<file path="src/rtl/hcms_display_ctrl.sv">
// HCMS dot-matrix display controller: reset pulse, CW1/CW0 init, frame streaming via a byte-handshake sender.
// Optional HCMS_AUTO_REFRESH_EN adds a periodic frame refresh; otherwise frames are sent only on UPDATE_i.
module hcms_display_ctrl #(
    parameter int NUM_BYTES      = 20,
    parameter int RESET_CYCLES   = 16,
    parameter int REFRESH_PERIOD = 1000000
) (
    input  logic       CLK_i,
    input  logic       RST_i,
    input  logic       UPDATE_i,
    input  logic       CFG_i,
    input  logic [3:0] BRIGHT_i,
    input  logic [1:0] PEAK_i,
    output logic [7:0] MEM_ADDR_o,
    input  logic [7:0] MEM_DATA_i,
    output logic [7:0] TX_DATA_o,
    output logic       TX_LOAD_o,
    output logic       TX_CMD_o,
    output logic       TX_RESET_o,
    input  logic       TX_READY_i,
    output logic       INIT_DONE_o,
    output logic       BUSY_o
);

    localparam logic [2:0] S_RST_PULSE = 3'd0;
    localparam logic [2:0] S_CW1       = 3'd1;
    localparam logic [2:0] S_CW0       = 3'd2;
    localparam logic [2:0] S_IDLE      = 3'd3;
    localparam logic [2:0] S_FETCH     = 3'd4;
    localparam logic [2:0] S_LOAD      = 3'd5;
    localparam logic [2:0] S_WAIT_RDY  = 3'd6;
    localparam logic [2:0] S_WAIT_CLR  = 3'd7;

    localparam logic [1:0] K_CW1 = 2'd0;
    localparam logic [1:0] K_CW0 = 2'd1;
    localparam logic [1:0] K_DAT = 2'd2;

    localparam int              RC_W      = $clog2(RESET_CYCLES + 1);
    localparam logic [RC_W-1:0] RC_LAST   = RC_W'(RESET_CYCLES - 1);
    localparam logic [7:0]      ADDR_LAST = 8'(NUM_BYTES - 1);

    logic [2:0]      state_q, state_d;
    logic [RC_W-1:0] rst_cnt_q, rst_cnt_d;
    logic [7:0]      addr_q, addr_d;
    logic [1:0]      kind_q, kind_d;
    logic            fetch_ph_q, fetch_ph_d;
    logic [7:0]      tx_data_q, tx_data_d;
    logic            tx_cmd_q, tx_cmd_d;
    logic            tx_load_q, tx_load_d;
    logic            init_done_q, init_done_d;
    logic            upd_pend_q, upd_pend_d;
    logic            cfg_pend_q, cfg_pend_d;
    logic            refresh_hit;
    logic            upd_req, cfg_req;

`ifdef HCMS_AUTO_REFRESH_EN
    localparam int              RF_W    = $clog2(REFRESH_PERIOD);
    localparam logic [RF_W-1:0] RF_LAST = RF_W'(REFRESH_PERIOD - 1);

    logic [RF_W-1:0] ref_cnt_q;

    always_ff @(posedge CLK_i or posedge RST_i) begin
        if (RST_i) begin
            ref_cnt_q <= '0;
        end else if (init_done_q) begin
            ref_cnt_q <= (ref_cnt_q == RF_LAST) ? '0 : ref_cnt_q + 1'b1;
        end
    end

    assign refresh_hit = init_done_q && (ref_cnt_q == RF_LAST);
`else
    assign refresh_hit = 1'b0;
`endif

    // Same-cycle pulses count as pending so an idle controller reacts on the very next edge.
    assign upd_req = upd_pend_q | UPDATE_i;
    assign cfg_req = cfg_pend_q | CFG_i;

    always_comb begin
        state_d     = state_q;
        rst_cnt_d   = rst_cnt_q;
        addr_d      = addr_q;
        kind_d      = kind_q;
        fetch_ph_d  = fetch_ph_q;
        tx_data_d   = tx_data_q;
        tx_cmd_d    = tx_cmd_q;
        tx_load_d   = tx_load_q;
        init_done_d = init_done_q;
        upd_pend_d  = upd_pend_q | UPDATE_i | refresh_hit;
        cfg_pend_d  = cfg_pend_q | CFG_i;

        case (state_q)
            S_RST_PULSE: begin
                if (rst_cnt_q == RC_LAST) begin
                    rst_cnt_d = '0;
                    state_d   = S_CW1;
                end else begin
                    rst_cnt_d = rst_cnt_q + 1'b1;
                end
            end
            S_CW1: begin
                kind_d    = K_CW1;
                tx_data_d = 8'h80;
                tx_cmd_d  = 1'b1;
                tx_load_d = 1'b1;
                state_d   = S_LOAD;
            end
            S_CW0: begin
                kind_d    = K_CW0;
                tx_data_d = {1'b0, 1'b1, PEAK_i, BRIGHT_i};
                tx_cmd_d  = 1'b1;
                tx_load_d = 1'b1;
                state_d   = S_LOAD;
            end
            S_IDLE: begin
                if (cfg_req) begin
                    cfg_pend_d = 1'b0;
                    state_d    = S_CW0;
                end else if (upd_req) begin
                    upd_pend_d = refresh_hit;
                    fetch_ph_d = 1'b0;
                    state_d    = S_FETCH;
                end
            end
            S_FETCH: begin
                // First cycle presents the address; read data is captured on the second.
                if (!fetch_ph_q) begin
                    fetch_ph_d = 1'b1;
                end else begin
                    fetch_ph_d = 1'b0;
                    kind_d     = K_DAT;
                    tx_data_d  = MEM_DATA_i;
                    tx_cmd_d   = 1'b0;
                    tx_load_d  = 1'b1;
                    state_d    = S_LOAD;
                end
            end
            S_LOAD: begin
                state_d = S_WAIT_RDY;
            end
            S_WAIT_RDY: begin
                if (TX_READY_i) begin
                    tx_load_d = 1'b0;
                    state_d   = S_WAIT_CLR;
                end
            end
            S_WAIT_CLR: begin
                if (!TX_READY_i) begin
                    case (kind_q)
                        K_CW1: state_d = S_CW0;
                        K_CW0: begin
                            init_done_d = 1'b1;
                            if (!cfg_req && upd_req) begin
                                upd_pend_d = refresh_hit;
                                fetch_ph_d = 1'b0;
                                state_d    = S_FETCH;
                            end else begin
                                state_d = S_IDLE;
                            end
                        end
                        default: begin
                            if (addr_q == ADDR_LAST) begin
                                addr_d  = 8'h00;
                                state_d = S_IDLE;
                            end else begin
                                addr_d  = addr_q + 8'h01;
                                state_d = S_FETCH;
                            end
                        end
                    endcase
                end
            end
            default: state_d = S_RST_PULSE;
        endcase
    end

    always_ff @(posedge CLK_i or posedge RST_i) begin
        if (RST_i) begin
            state_q     <= S_RST_PULSE;
            rst_cnt_q   <= '0;
            addr_q      <= 8'h00;
            kind_q      <= K_CW1;
            fetch_ph_q  <= 1'b0;
            tx_data_q   <= 8'h00;
            tx_cmd_q    <= 1'b0;
            tx_load_q   <= 1'b0;
            init_done_q <= 1'b0;
            upd_pend_q  <= 1'b0;
            cfg_pend_q  <= 1'b0;
        end else begin
            state_q     <= state_d;
            rst_cnt_q   <= rst_cnt_d;
            addr_q      <= addr_d;
            kind_q      <= kind_d;
            fetch_ph_q  <= fetch_ph_d;
            tx_data_q   <= tx_data_d;
            tx_cmd_q    <= tx_cmd_d;
            tx_load_q   <= tx_load_d;
            init_done_q <= init_done_d;
            upd_pend_q  <= upd_pend_d;
            cfg_pend_q  <= cfg_pend_d;
        end
    end

    assign MEM_ADDR_o  = addr_q;
    assign TX_DATA_o   = tx_data_q;
    assign TX_LOAD_o   = tx_load_q;
    assign TX_CMD_o    = tx_cmd_q;
    assign TX_RESET_o  = (state_q == S_RST_PULSE);
    assign INIT_DONE_o = init_done_q;
    assign BUSY_o      = (state_q != S_IDLE);

endmodule

</file>
<file path="config.mk">
export PLATFORM = sky130hd
export DESIGN_NAME = hcms_display_ctrl
export DESIGN_NICKNAME = d
export VERILOG_FILES = /design/src/rtl/hcms_display_ctrl.sv
export SDC_FILE = /design/constraint.sdc
export NUM_CORES = 1
export LEC_CHECK = 0
export ABC_CLOCK_PERIOD_IN_PS = 4100
export BUFFER_PORTS_ARGS = -buffer_cell sky130_fd_sc_hd__buf_2
export CORE_ASPECT_RATIO = 0.9
export CORE_MARGIN = 4
export CORE_UTILIZATION = 55
export CTS_BUF_LIST = sky130_fd_sc_hd__clkbuf_8
export CTS_CLUSTER_DIAMETER = 80
export DETAILED_ROUTE_END_ITERATION = 10
export GPL_ROUTABILITY_DRIVEN = 0
export PLACE_DENSITY_LB_ADDON = 0.12
export SLEW_MARGIN = 20
export SYNTH_ARGS = -nofsm -noshare
export SYNTH_HDL_FRONTEND = slang
export SYNTH_SLANG_ARGS = --single-unit
</file>
<file path="constraint.sdc">
create_clock -name CLK_i -period 4.1 [get_ports CLK_i]
set_clock_uncertainty 0.15 [all_clocks]
set_input_delay 0.205 -clock CLK_i [delete_from_list [all_inputs] [get_ports CLK_i]]
set_output_delay 0.205 -clock CLK_i [all_outputs]
set_load 0.02 [all_outputs]
</file>
---- Yosys cells after proc, flatten, opt, wreduce, memory -nomap -nowiden ----
Index checks and enable logic that the tools add are counted.
cells by class
  bitwise operators ....................... 4
  muxes and demuxes ....................... 34
  order comparisons ....................... 0
  div/mod/pow operators ................... 0
  $add $sub $neg .......................... 2
  multipliers ............................. 0
  eq/ne operators ......................... 20
  reduce and logical (&&, ||, !) cells .... 17
  shift-type cells ........................ 0
operator list
  kind                 count
  $mux 3               8
  $pmux 8 s3           1
  $pmux 3 s7           1
  $mux 8               2
  $mux 1               14
  $ne 2x2->1 const B   7
  $eq 3x3->1 const B   4
  $reduce_and 3->1     3
  $reduce_bool 3->1    3
  $add 8x1->8 const B  1
  $eq 8x5->1 const B   1
  $eq 3x2->1 const B   2
  $pmux 1 s3           2
  $pmux 2 s3           1
  $pmux 3 s2           1
  $reduce_and 6->1     1
  $add 5x1->5 const B  1
  $eq 5x4->1 const B   1
  $mux 5               1
  $reduce_and 5->1     1
  $pmux 1 s2           2
  $reduce_and 2->1     2
  $reduce_or 2->1      2
  $eq 3x1->1 const B   1
  other kinds (12)     14
word-level totals
  latch bits .............................. 0
  memories kept ........................... 0
  register bits ........................... 32
  output and inout port bits .............. 21
  word-level logic and storage cells ...... 88
  input port bits ......................... 19
  bits in read-only memories .............. 0
  RAM bits ................................ 0

---- Depth between registers and ports, before layout ----
Gate-level depths: netlist of the first run.
  depth in word-level cells ............... 7
  mapped depth ............................ 7
  mapped depth without buffers ............ 5

---- Worst setup path after synthesis of the first run ----
Ideal clock, no wire load.
  path kind ............................... register to register
  from .................................... reg addr_q[0], in the netlist MEM_ADDR_o[0]
  to ...................................... reg state_q[2]
  arrival ................................. 1459 ps
  slack ................................... 2347 ps
  required time ........................... 3806 ps
  cell stages (with the launch flop) ...... 6
  library setup time ...................... 144 ps
  clock period less this slack ............ 1753 ps
  path buffers ............................ 0
  cells stage by stage .................... dfrtp_1 -> ha_1 -> and4bb_2 -> nand2_1 -> a221oi_2 -> o41ai_2
between the ends
  longest elaborated chain between the ends .. 5
ends and longest elaborated chain
  what                    RTL line  text
  start, declared         44        logic [7:0] addr_q, addr_d;
  start signal, assigned  193       addr_q <= addr_d;
  $eq 8x5->1              162       if (addr_q == ADDR_LAST) begin
  $mux 3                  162
  $pmux 3 s2              149       case (kind_q)
  $mux 3                  148       if (!TX_READY_i) begin
  $pmux 3 s7              92        case (state_q)
  end signal, assigned    191       state_q <= state_d;
  end, declared           42        logic [2:0] state_q, state_d;
No other way between the ends. The select of a mux whose other input is x is not followed.
A chain may end at the register's enable or synchronous reset.

---- Worst setup path in the final report of the first run ----
  from .................................... reg state_q[1]
  to ...................................... reg addr_q[6], in the netlist MEM_ADDR_o[6]
between the ends
  longest elaborated chain between the ends .. 2
ends and longest elaborated chain
  what                        RTL line
  $eq 3x3->1                  92
  $reduce_and 3->1 (no line)  --
No other way between the ends.

==> results of run 1 <==
## how the worst min path moves through the flow
stage	to	slack (ps)	startpoint
final	TX_DATA_o[6]	70	MEM_DATA_i[6]
after global routing	TX_DATA_o[6]	90	MEM_DATA_i[6]
after CTS	TX_DATA_o[6]	70	MEM_DATA_i[6]
after detailed placement	TX_DATA_o[2]	160	RST_i
after global placement	TX_DATA_o[1]	150	RST_i
after floorplan	INIT_DONE_o	170	RST_i
## per-stage QoR
step	power, W	hold slack [ps]	worst slack (ps)	utilization	area (µm²)
5_1_grt	0.00166	89.1	1660	0.704	2000
3_3_place_gp	0.00126	153	1930	0.668	1890
2_1_floorplan	0.00114	171	2350	-	1690
6_report	0.00154	72.9	1830	0.704	2000
3_5_place_dp	0.00129	163	1840	0.668	1890
4_1_cts	0.00154	72.0	1830	0.704	2000
## metal layers
layer	GRT usage	vias up	wire, µm
met4	0.0841	0	51
li1	-	691	-
met2	0.315	48	1690
met1	0.266	680	1590
met3	0.0611	7	263
met5	0	-	0
## layout make-up
type	instances	area, µm²
inverter	11	41.3
tap	40	50.0
clock buffer	6	82.6
timing repair buffer	41	213
multi-input combinational	116	800
clock inverter	2	10.0
sequential	32	801
fill	227	841
## synthesized netlist by cell type (all sizes together), types with 2 or more instances
cell	instances
mux2	4
a31oi	4
nand4	5
a41oi	2
xnor2	5
nor2	13
dfrtp	32
a22oi	7
buf	6
nand3	4
o21ai	9
o221ai	2
nand2	9
and3	3
nand2b	3
ha	2
inv	11
a21oi	15
nor3	5
and2	3
## state kept, by name, summed over array words and instances (netlist names), 2 cells and up
name        count
MEM_ADDR_o      8
TX_DATA_o       8
rst_cnt_q       5
state_q         3
kind_q          2
## worst max-delay path: cells and delay by family (launching register included)
family	cells	cell delay, ps
flip-flops	1	700
multiplexers	1	320
AND/OR/NAND/NOR	3	990
## cells by family after synthesis
| group | after synthesis | share of synthesized area |
|---|---|---|
| AO/OA/AOI/OAI | 49 | 0.205 |
| XOR/XNOR | 5 | 0.0258 |
| buffers and inverters | 18 | 0.0554 |
| multiplexers | 4 | 0.0266 |
| AND/OR/NAND/NOR | 56 | 0.200 |
| adder cells (fa/ha/maj) | 2 | 0.0148 |
| flip-flops | 32 | 0.473 |
## power groups by stage
stage               logic [W]  registers (W)  clock network, W
floorplan            0.000521       0.000615                 0
global placement     0.000667       0.000592                 0
detailed placement   0.000688       0.000606                 0
CTS                  0.000690       0.000600          0.000254
global route         0.000763       0.000626          0.000271
finish               0.000684       0.000603          0.000248
## repair_timing
item	CTS	global route
endpoints found under the hold margin	32	0
hold buffers	1	0
setup buffers	0	0
endpoints found under the setup margin	0	0
==> results.json, run 1 <==
{
  "hold_class": "in2reg",
  "rows": 18,
  "die_w_um": 66.5,
  "async_reset_ff_frac": 1.00,
  "synth_edf_count": 0,
  "cts_tree": "built",
  "setup-violations-final": 0,
  "switchingPower_w": 0.000683,
  "r2r-end": "MEM_ADDR_o[6]",
  "rsz0062_at_grt": "false",
  "clock_path_buffers": 2,
  "combPwrFrac": 0.446,
  "drv_cap": 0,
  "die-height_um": 60.7,
  "maxSlewHeadroom": 0.579,
  "fin_crit_ps": 2270,
  "required_ps": 4120,
  "clkPwrFrac": 0.162,
  "postSynthCellCount": 166,
  "grt_antenna_before_repair": 0,
  "endpoint": "MEM_ADDR_o[6]",
  "layout.nets": 228,
  "r2r_slack_ps": 1830,
  "cp-start-kind": "flip-flop",
  "num_antenna_cells": 0,
  "cts_root_buf": "clkbuf_8",
  "clk_latency_ps": 280,
  "firstDrtPassIters": 4,
  "ys_seq_elements": 32,
  "intPower_w": 0.000852,
  "seq_power_share": 0.393,
  "area_growth_pct": 17.9,
  "clkTransAtPathRegs_ps": 70,
  "coreArea_mm2": 0.00284,
  "via_count": 1426,
  "io_pins": 40,
  "r2r_start": "state_q[1]",
  "slowest_stage": "dfrtp_1",
  "wl_per_cell_um": 14.5,
  "cts_buffers": 5,
  "ant_nets": 0,
  "cts_max_level": 2,
  "cpPeakStageDelay_ps": 700,
  "critPathCaptureType": "flip-flop",
  "io_buffer_count": 39,
  "dp_hpwl_um": 2590,
  "routed_wl_um": 3590,
  "cp_max_fo": 15,
  "synth.area.top_cells": "dfrtp_1 47%, a21oi_1 4.4%, a22oi_1 3.1%",
  "synthesis.nets": 187,
  "worst-endpoint-arrival_ps": 2290,
  "netlist.area_leader.share": 0.473,
  "layout_common_cells": "39 x buf_2, 32 x dfrtp_1, 15 x a21oi_1",
  "start_util": 0.597,
  "synth_area_mm2": 0.00169,
  "layout_commonest_cell": "buf_2",
  "yosysSeqAreaShare": 0.473,
  "peakVddDrop_mv": 0.483,
  "crit_chain": "nand4_1, nor2_1, and4_1, mux2_2",
  "cts_resized": 0,
  "status": "complete, no violations",
  "fmax_mhz": 440,
  "finalHoldViolations": 0,
  "yosys_warnings": 0,
  "track_usage": 0.203,
  "reg2regPathDepth": 4,
  "leakagePower_nw": 0.905,
  "criticalPathCategory": "reg2reg",
  "postSynthAreaPerCell_um2": 10.2,
  "grt_max_degree": 33,
  "grt_pass1_vias": 1373,
  "ys.flop_type": "dfrtp_1",
  "grt_pass1_wl_um": 6100,
  "synth_cell_types": 50,
  "finalCritPeriodShare": 0.554,
  "cts.sinks": 32,
  "viasPerCell": 5.75,
  "dieArea_mm2": 0.00403,
  "slew_viol_final": 0,
  "dp.cells": 239,
  "crit_path_start": "state_q[1]",
  "grt.overflow.total": 0,
  "drc_errors": 0,
  "worstMarginPinSlew_ps": 627,
  "final_cells": 248,
  "drt_iter0_drc": 92,
  "tns_ps": 0,
  "synth_top_area_cell": "dfrtp_1",
  "drive_gt1_frac": 0.308,
  "holdPathStages": 3,
  "power.density_mw_per_mm2": 769,
  "switching_share": 0.445
}
(Power assumes the default switching activity.)
==> inputs of run 2 (changes only) <==
Settings changed: ABC_CLOCK_PERIOD_IN_PS 4100 to 1900, CORE_UTILIZATION 55 to 50.
Clock period 4.1 ns to 1.9 ns, I/O delays scaled along.
==> results.json, run 2 (synthesis gave the netlist of run 1 again) <==
{
  "whs_ps": 37.4,
  "worstMarginPinSlew_ps": 401,
  "fin_crit_ps": 1820,
  "reg2regPathDepth": 5,
  "clock_path_buffers": 2,
  "cts_max_level": 2,
  "rsz0062_at_grt": "false",
  "firstDrtPassIters": 4,
  "worst-endpoint-arrival_ps": 1570,
  "r2r_slack_ps": 100,
  "grt_pass1_vias": 1486,
  "critPathCaptureType": "output pin",
  "criticalPathCategory": "reg2out",
  "tns_ps": 0,
  "routed_wl_um": 3960,
  "required_ps": 1650,
  "start_util": 0.536,
  "dp.cells": 255,
  "wl_per_cell_um": 14.3,
  "layout_commonest_cell": "buf_2",
  "critPathTopFamily": "buffers and inverters",
  "cp-start-kind": "flip-flop",
  "drc_errors": 0,
  "finalHoldViolations": 0,
  "rows": 19,
  "track_usage": 0.199,
  "dieArea_mm2": 0.00438,
  "power.density_mw_per_mm2": 1600,
  "clk_latency_ps": 280,
  "cts_buffers": 5,
  "final_cells": 277,
  "coreArea_mm2": 0.00316,
  "drive_gt1_frac": 0.328,
  "grt_pass1_wl_um": 7060,
  "layout.nets": 255,
  "peakVddDrop_mv": 0.889,
  "setup-violations-final": 0,
  "viasPerCell": 5.48,
  "hold_class": "in2reg",
  "die-height_um": 63.2,
  "crit_chain": "buf_4, nor3_4, buf_4, buf_2",
  "cts_root_buf": "clkbuf_8",
  "io_pins": 40,
  "worstHoldStart": "CFG_i",
  "num_antenna_cells": 0,
  "cpMostUsedCell": "buf_4",
  "ant_nets": 0,
  "path_buf_inv": 3,
  "leakagePower_nw": 1.03,
  "finalCritPeriodShare": 0.957,
  "grt.overflow.total": 0,
  "drv_cap": 0,
  "area_growth_pct": 31.8,
  "maxSlewHeadroom": 0.732,
  "cts.sinks": 32,
  "grt_antenna_before_repair": 0,
  "io_buffer_count": 39,
  "cpPeakStageDelay_ps": 450,
  "die_w_um": 69.4,
  "holdPathStages": 3,
  "cp_max_fo": 7,
  "clkTransAtPathRegs_ps": 70,
  "dp_hpwl_um": 2800,
  "slowest_stage": "dfrtp_1",
  "via_count": 1518,
  "status": "complete, no violations",
  "slew_viol_final": 0,
  "cts_tree": "built",
  "drt_iter0_drc": 64,
  "r2r_start": "rst_cnt_q[0]",
  "layout_common_cells": "39 x buf_2, 32 x dfrtp_1, 15 x a21oi_1, 15 x buf_4, 14 x dlygate4sd3_1",
  "grt_max_degree": 33,
  "fmax_mhz": 550,
  "r2r-end": "state_q[0]",
  "holdPathEnd": "cfg_pend_q"
}
-- run 2: area by class of cell --
type / count / area, µm²
fill: 246 / 928
sequential: 32 / 801
multi-input combinational: 116 / 801
timing repair buffer: 68 / 448
clock buffer: 6 / 82.6
tap: 42 / 52.6
inverter: 11 / 41.3
clock inverter: 2 / 7.51
-- run 2: metal layers --
metal  vias up  GRT usage  wire length (µm)
met5         -          0                 0
met4         0     0.0585                42
met3         6     0.0588               269
met2        42      0.314              1960
met1       724      0.264              1690
li1        746          -                 -
-- run 2: repair_timing --
action,4_1_cts,5_1_grt
hold buffers,14,0
gates resized for setup,0,1
endpoints found under the hold margin,39,0
setup buffers,0,0
endpoints found under the setup margin,0,2
-- run 2: report_power, final --
group          internal (W)  total (W)  switching (W)
clock network      0.000284   0.000529       0.000244
logic              0.000804    0.00186        0.00106
registers          0.000951    0.00118       0.000225
-- run 2: worst max path at each step --
stage | from | depth (start not counted) | slack [ps] | endpoint
detailed placement | state_q[0] | 5 | 140 | TX_DATA_o[7]
CTS | state_q[2] | 4 | 70 | TX_RESET_o
floorplan | MEM_ADDR_o[0] | 5 | 150 | state_q[2]
global placement | state_q[2] | 6 | 180 | state_q[1]
global route | state_q[2] | 4 | 7 | TX_RESET_o
finish | state_q[2] | 4 | 80 | TX_RESET_o
-- run 2: metrics by stage --
stage,utilization,total power [W],setup WS (ps),instance area [µm²]
floorplan,-,0.00245,147,1690
global placement,0.633,0.00295,177,2000
detailed placement,0.633,0.00301,139,2000
CTS,0.706,0.00357,65.3,2230
global route,0.706,0.00386,6.96,2230
finish,0.706,0.00357,82.0,2230
-- run 2: worst min-delay path, delay by kind of cell --
family,cells,cell delay [ps]
AND/OR/NAND/NOR,2,230
buffers and inverters,1,100
==> inputs of run 3 (changes only) <==
Settings changed: ABC_CLOCK_PERIOD_IN_PS 1900 to 1750, CORE_UTILIZATION 50 to 55, GPL_TIMING_DRIVEN set to 0, PLACE_DENSITY set to 0.86, PLACE_DENSITY_LB_ADDON 0.12 to unset.
Clock period 1.9 ns to 1.75 ns, I/O delays scaled along.
==> results.json, run 3 (synthesis gave the netlist of run 1 again) <==
{
  "area_growth_pct": 46.4,
  "critPathTopFamily": "simple AND/OR/NAND/NOR gates",
  "drv_cap": 0,
  "layout_commonest_cell": "buf_2",
  "seq_power_share": 0.284,
  "via_count": 1780,
  "dp.cells": 245,
  "slowest_stage": "nor4b_2",
  "cp_max_fo": 6,
  "die-height_um": 60.7,
  "cts.sinks": 32,
  "worst-endpoint-arrival_ps": 1870,
  "maxSlewHeadroom": 0.562,
  "required_ps": 1810,
  "drc_errors": 0,
  "grt_pass1_wl_um": 7980,
  "io_buffer_count": 39,
  "clock_path_buffers": 2,
  "firstDrtPassIters": 6,
  "peakVddDrop_mv": 1.35,
  "track_usage": 0.272,
  "layout.nets": 271,
  "switchingPower_w": 0.00213,
  "clkTransAtPathRegs_ps": 70,
  "layout_common_cells": "39 x buf_2, 28 x dfrtp_1, 25 x buf_4",
  "cp-start-kind": "flip-flop",
  "num_antenna_cells": 0,
  "violations": "setup timing",
  "coreArea_mm2": 0.00284,
  "viasPerCell": 6.12,
  "finalCritPeriodShare": 1.03,
  "placed_area_mm2": 0.00194,
  "status": "complete, but fails checks",
  "routed_wl_um": 6240,
  "dp_hpwl_um": 2870,
  "combPwrFrac": 0.584,
  "cts_root_buf": "clkbuf_8",
  "setup-violations-final": 3,
  "cts_max_level": 2,
  "slew_viol_final": 0,
  "io_pins": 40,
  "intPower_w": 0.00262,
  "clkPwrFrac": 0.131,
  "power.density_mw_per_mm2": 1910,
  "final_cells": 291,
  "switching_share": 0.448,
  "crit_chain": "buf_6, buf_4, nor4b_2, a41oi_4, or3b_1, a2bb2oi_1",
  "finalHoldViolations": 0,
  "grt.overflow.total": 0,
  "path_buf_inv": 2,
  "fin_crit_ps": 1810,
  "dieArea_mm2": 0.00403,
  "cts_buffers": 5,
  "criticalPathCategory": "reg2reg",
  "drive_gt1_frac": 0.418,
  "grt_pass1_vias": 1652,
  "start_util": 0.597,
  "wl_per_cell_um": 21.4,
  "die_w_um": 66.5,
  "rows": 18,
  "fillers": 127,
  "leakagePower_nw": 1.14,
  "fin_ws_ps": -59.6,
  "drt_iter0_drc": 181,
  "tns_ps": -85.9,
  "hold_class": "in2reg",
  "clk_latency_ps": 290,
  "grt_antenna_before_repair": 0,
  "ant_nets": 0,
  "design_area_mm2": 0.00248,
  "fmax_mhz": 553,
  "critPathCaptureType": "flip-flop",
  "cpPeakStageDelay_ps": 480,
  "grt_max_degree": 33,
  "cts_tree": "built",
  "worstMarginPinSlew_ps": 656
}
run 3: cell count changes in the layout (fill, tap and decap cells not counted), moves of 2 or more:
cell     before  now
buf_6         0    3
buf_4        15   25
inv_1        13   11
ha_1          2    0
dfrtp_1      32   28
dfrtp_2       0    4
buf_8         0    2
run 3: power by group through the flow:
stage	Combinational (W)	Clock, W	Sequential, W
2_1_floorplan	0.00122	0	0.00145
3_3_place_gp	0.00178	0	0.00129
3_5_place_dp	0.00188	0	0.00132
4_1_cts	0.00211	0.000623	0.00128
5_1_grt	0.00293	0.000669	0.00137
6_report	0.00277	0.000622	0.00135
run 3: through the flow:
stage | total power, W | setup WS [ps] | hold WS [ps] | utilization
final | 0.00474 | -59.6 | 34.0 | 0.874
after global routing | 0.00497 | -103 | 54.7 | 0.874
after CTS | 0.00401 | -26.9 | 6.30 | 0.792
after detailed placement | 0.00319 | -56.8 | 68.2 | 0.684
after global placement | 0.00307 | -11.2 | 229 | 0.684
after floorplan | 0.00267 | 67.5 | 53.6 | -
run 3: cell type report:
class | instances | area [µm²] | area share
multi-input cells | 116 | 871 | 0.351
flip-flops and latches | 32 | 806 | 0.325
repair buffers | 77 | 533 | 0.215
clock buffers | 7 | 96.3 | 0.0388
plain buffers | 7 | 78.8 | 0.0318
well taps | 40 | 50.0 | 0.0202
inverters | 11 | 41.3 | 0.0166
clock inverters | 1 | 3.75 | 0.00151
run 3: path summary, 6_finish.rpt:
check                                 to  slack (ps)         from  cells past startpoint
setup reg to reg              state_q[0]         -60   state_q[1]                      6
max in group asynchronous  MEM_ADDR_o[0]         690        RST_i                      3
min in group asynchronous      kind_q[0]         290        RST_i                      3
setup / recovery              state_q[0]         -60   state_q[1]                      6
hold reg to reg              INIT_DONE_o         350  INIT_DONE_o                      1
hold / removal              TX_DATA_o[4]          30    PEAK_i[0]                      3
run 3: repair_timing:
| item | CTS | global route |
|---|---|---|
| pin swaps | 2 | 11 |
| endpoints found under the hold margin | 40 | 0 |
| endpoints found under the setup margin | 8 | 19 |
| gates cloned | 0 | 1 |
| hold buffers | 14 | 0 |
| buffers inserted | 4 | 19 |
| gates resized for setup | 7 | 20 |
run 3: metal layers:
metal	vias up	wire (µm)	GRT usage	share of wire
met5	-	0	0	0
met4	0	320	0.128	0.051
met3	38	585	0.0870	0.094
met2	117	3070	0.450	0.49
met1	848	2270	0.327	0.36
li1	777	-	-	-
run 3: worst register-to-register path, delay by kind of cell (launching register included):
| kind | cells | cell delay [ps] |
|---|---|---|
| AO/OA/AOI/OAI | 2 | 240 |
| flip-flops | 1 | 390 |
| buffers and inverters | 2 | 280 |
| AND/OR/NAND/NOR | 2 | 680 |
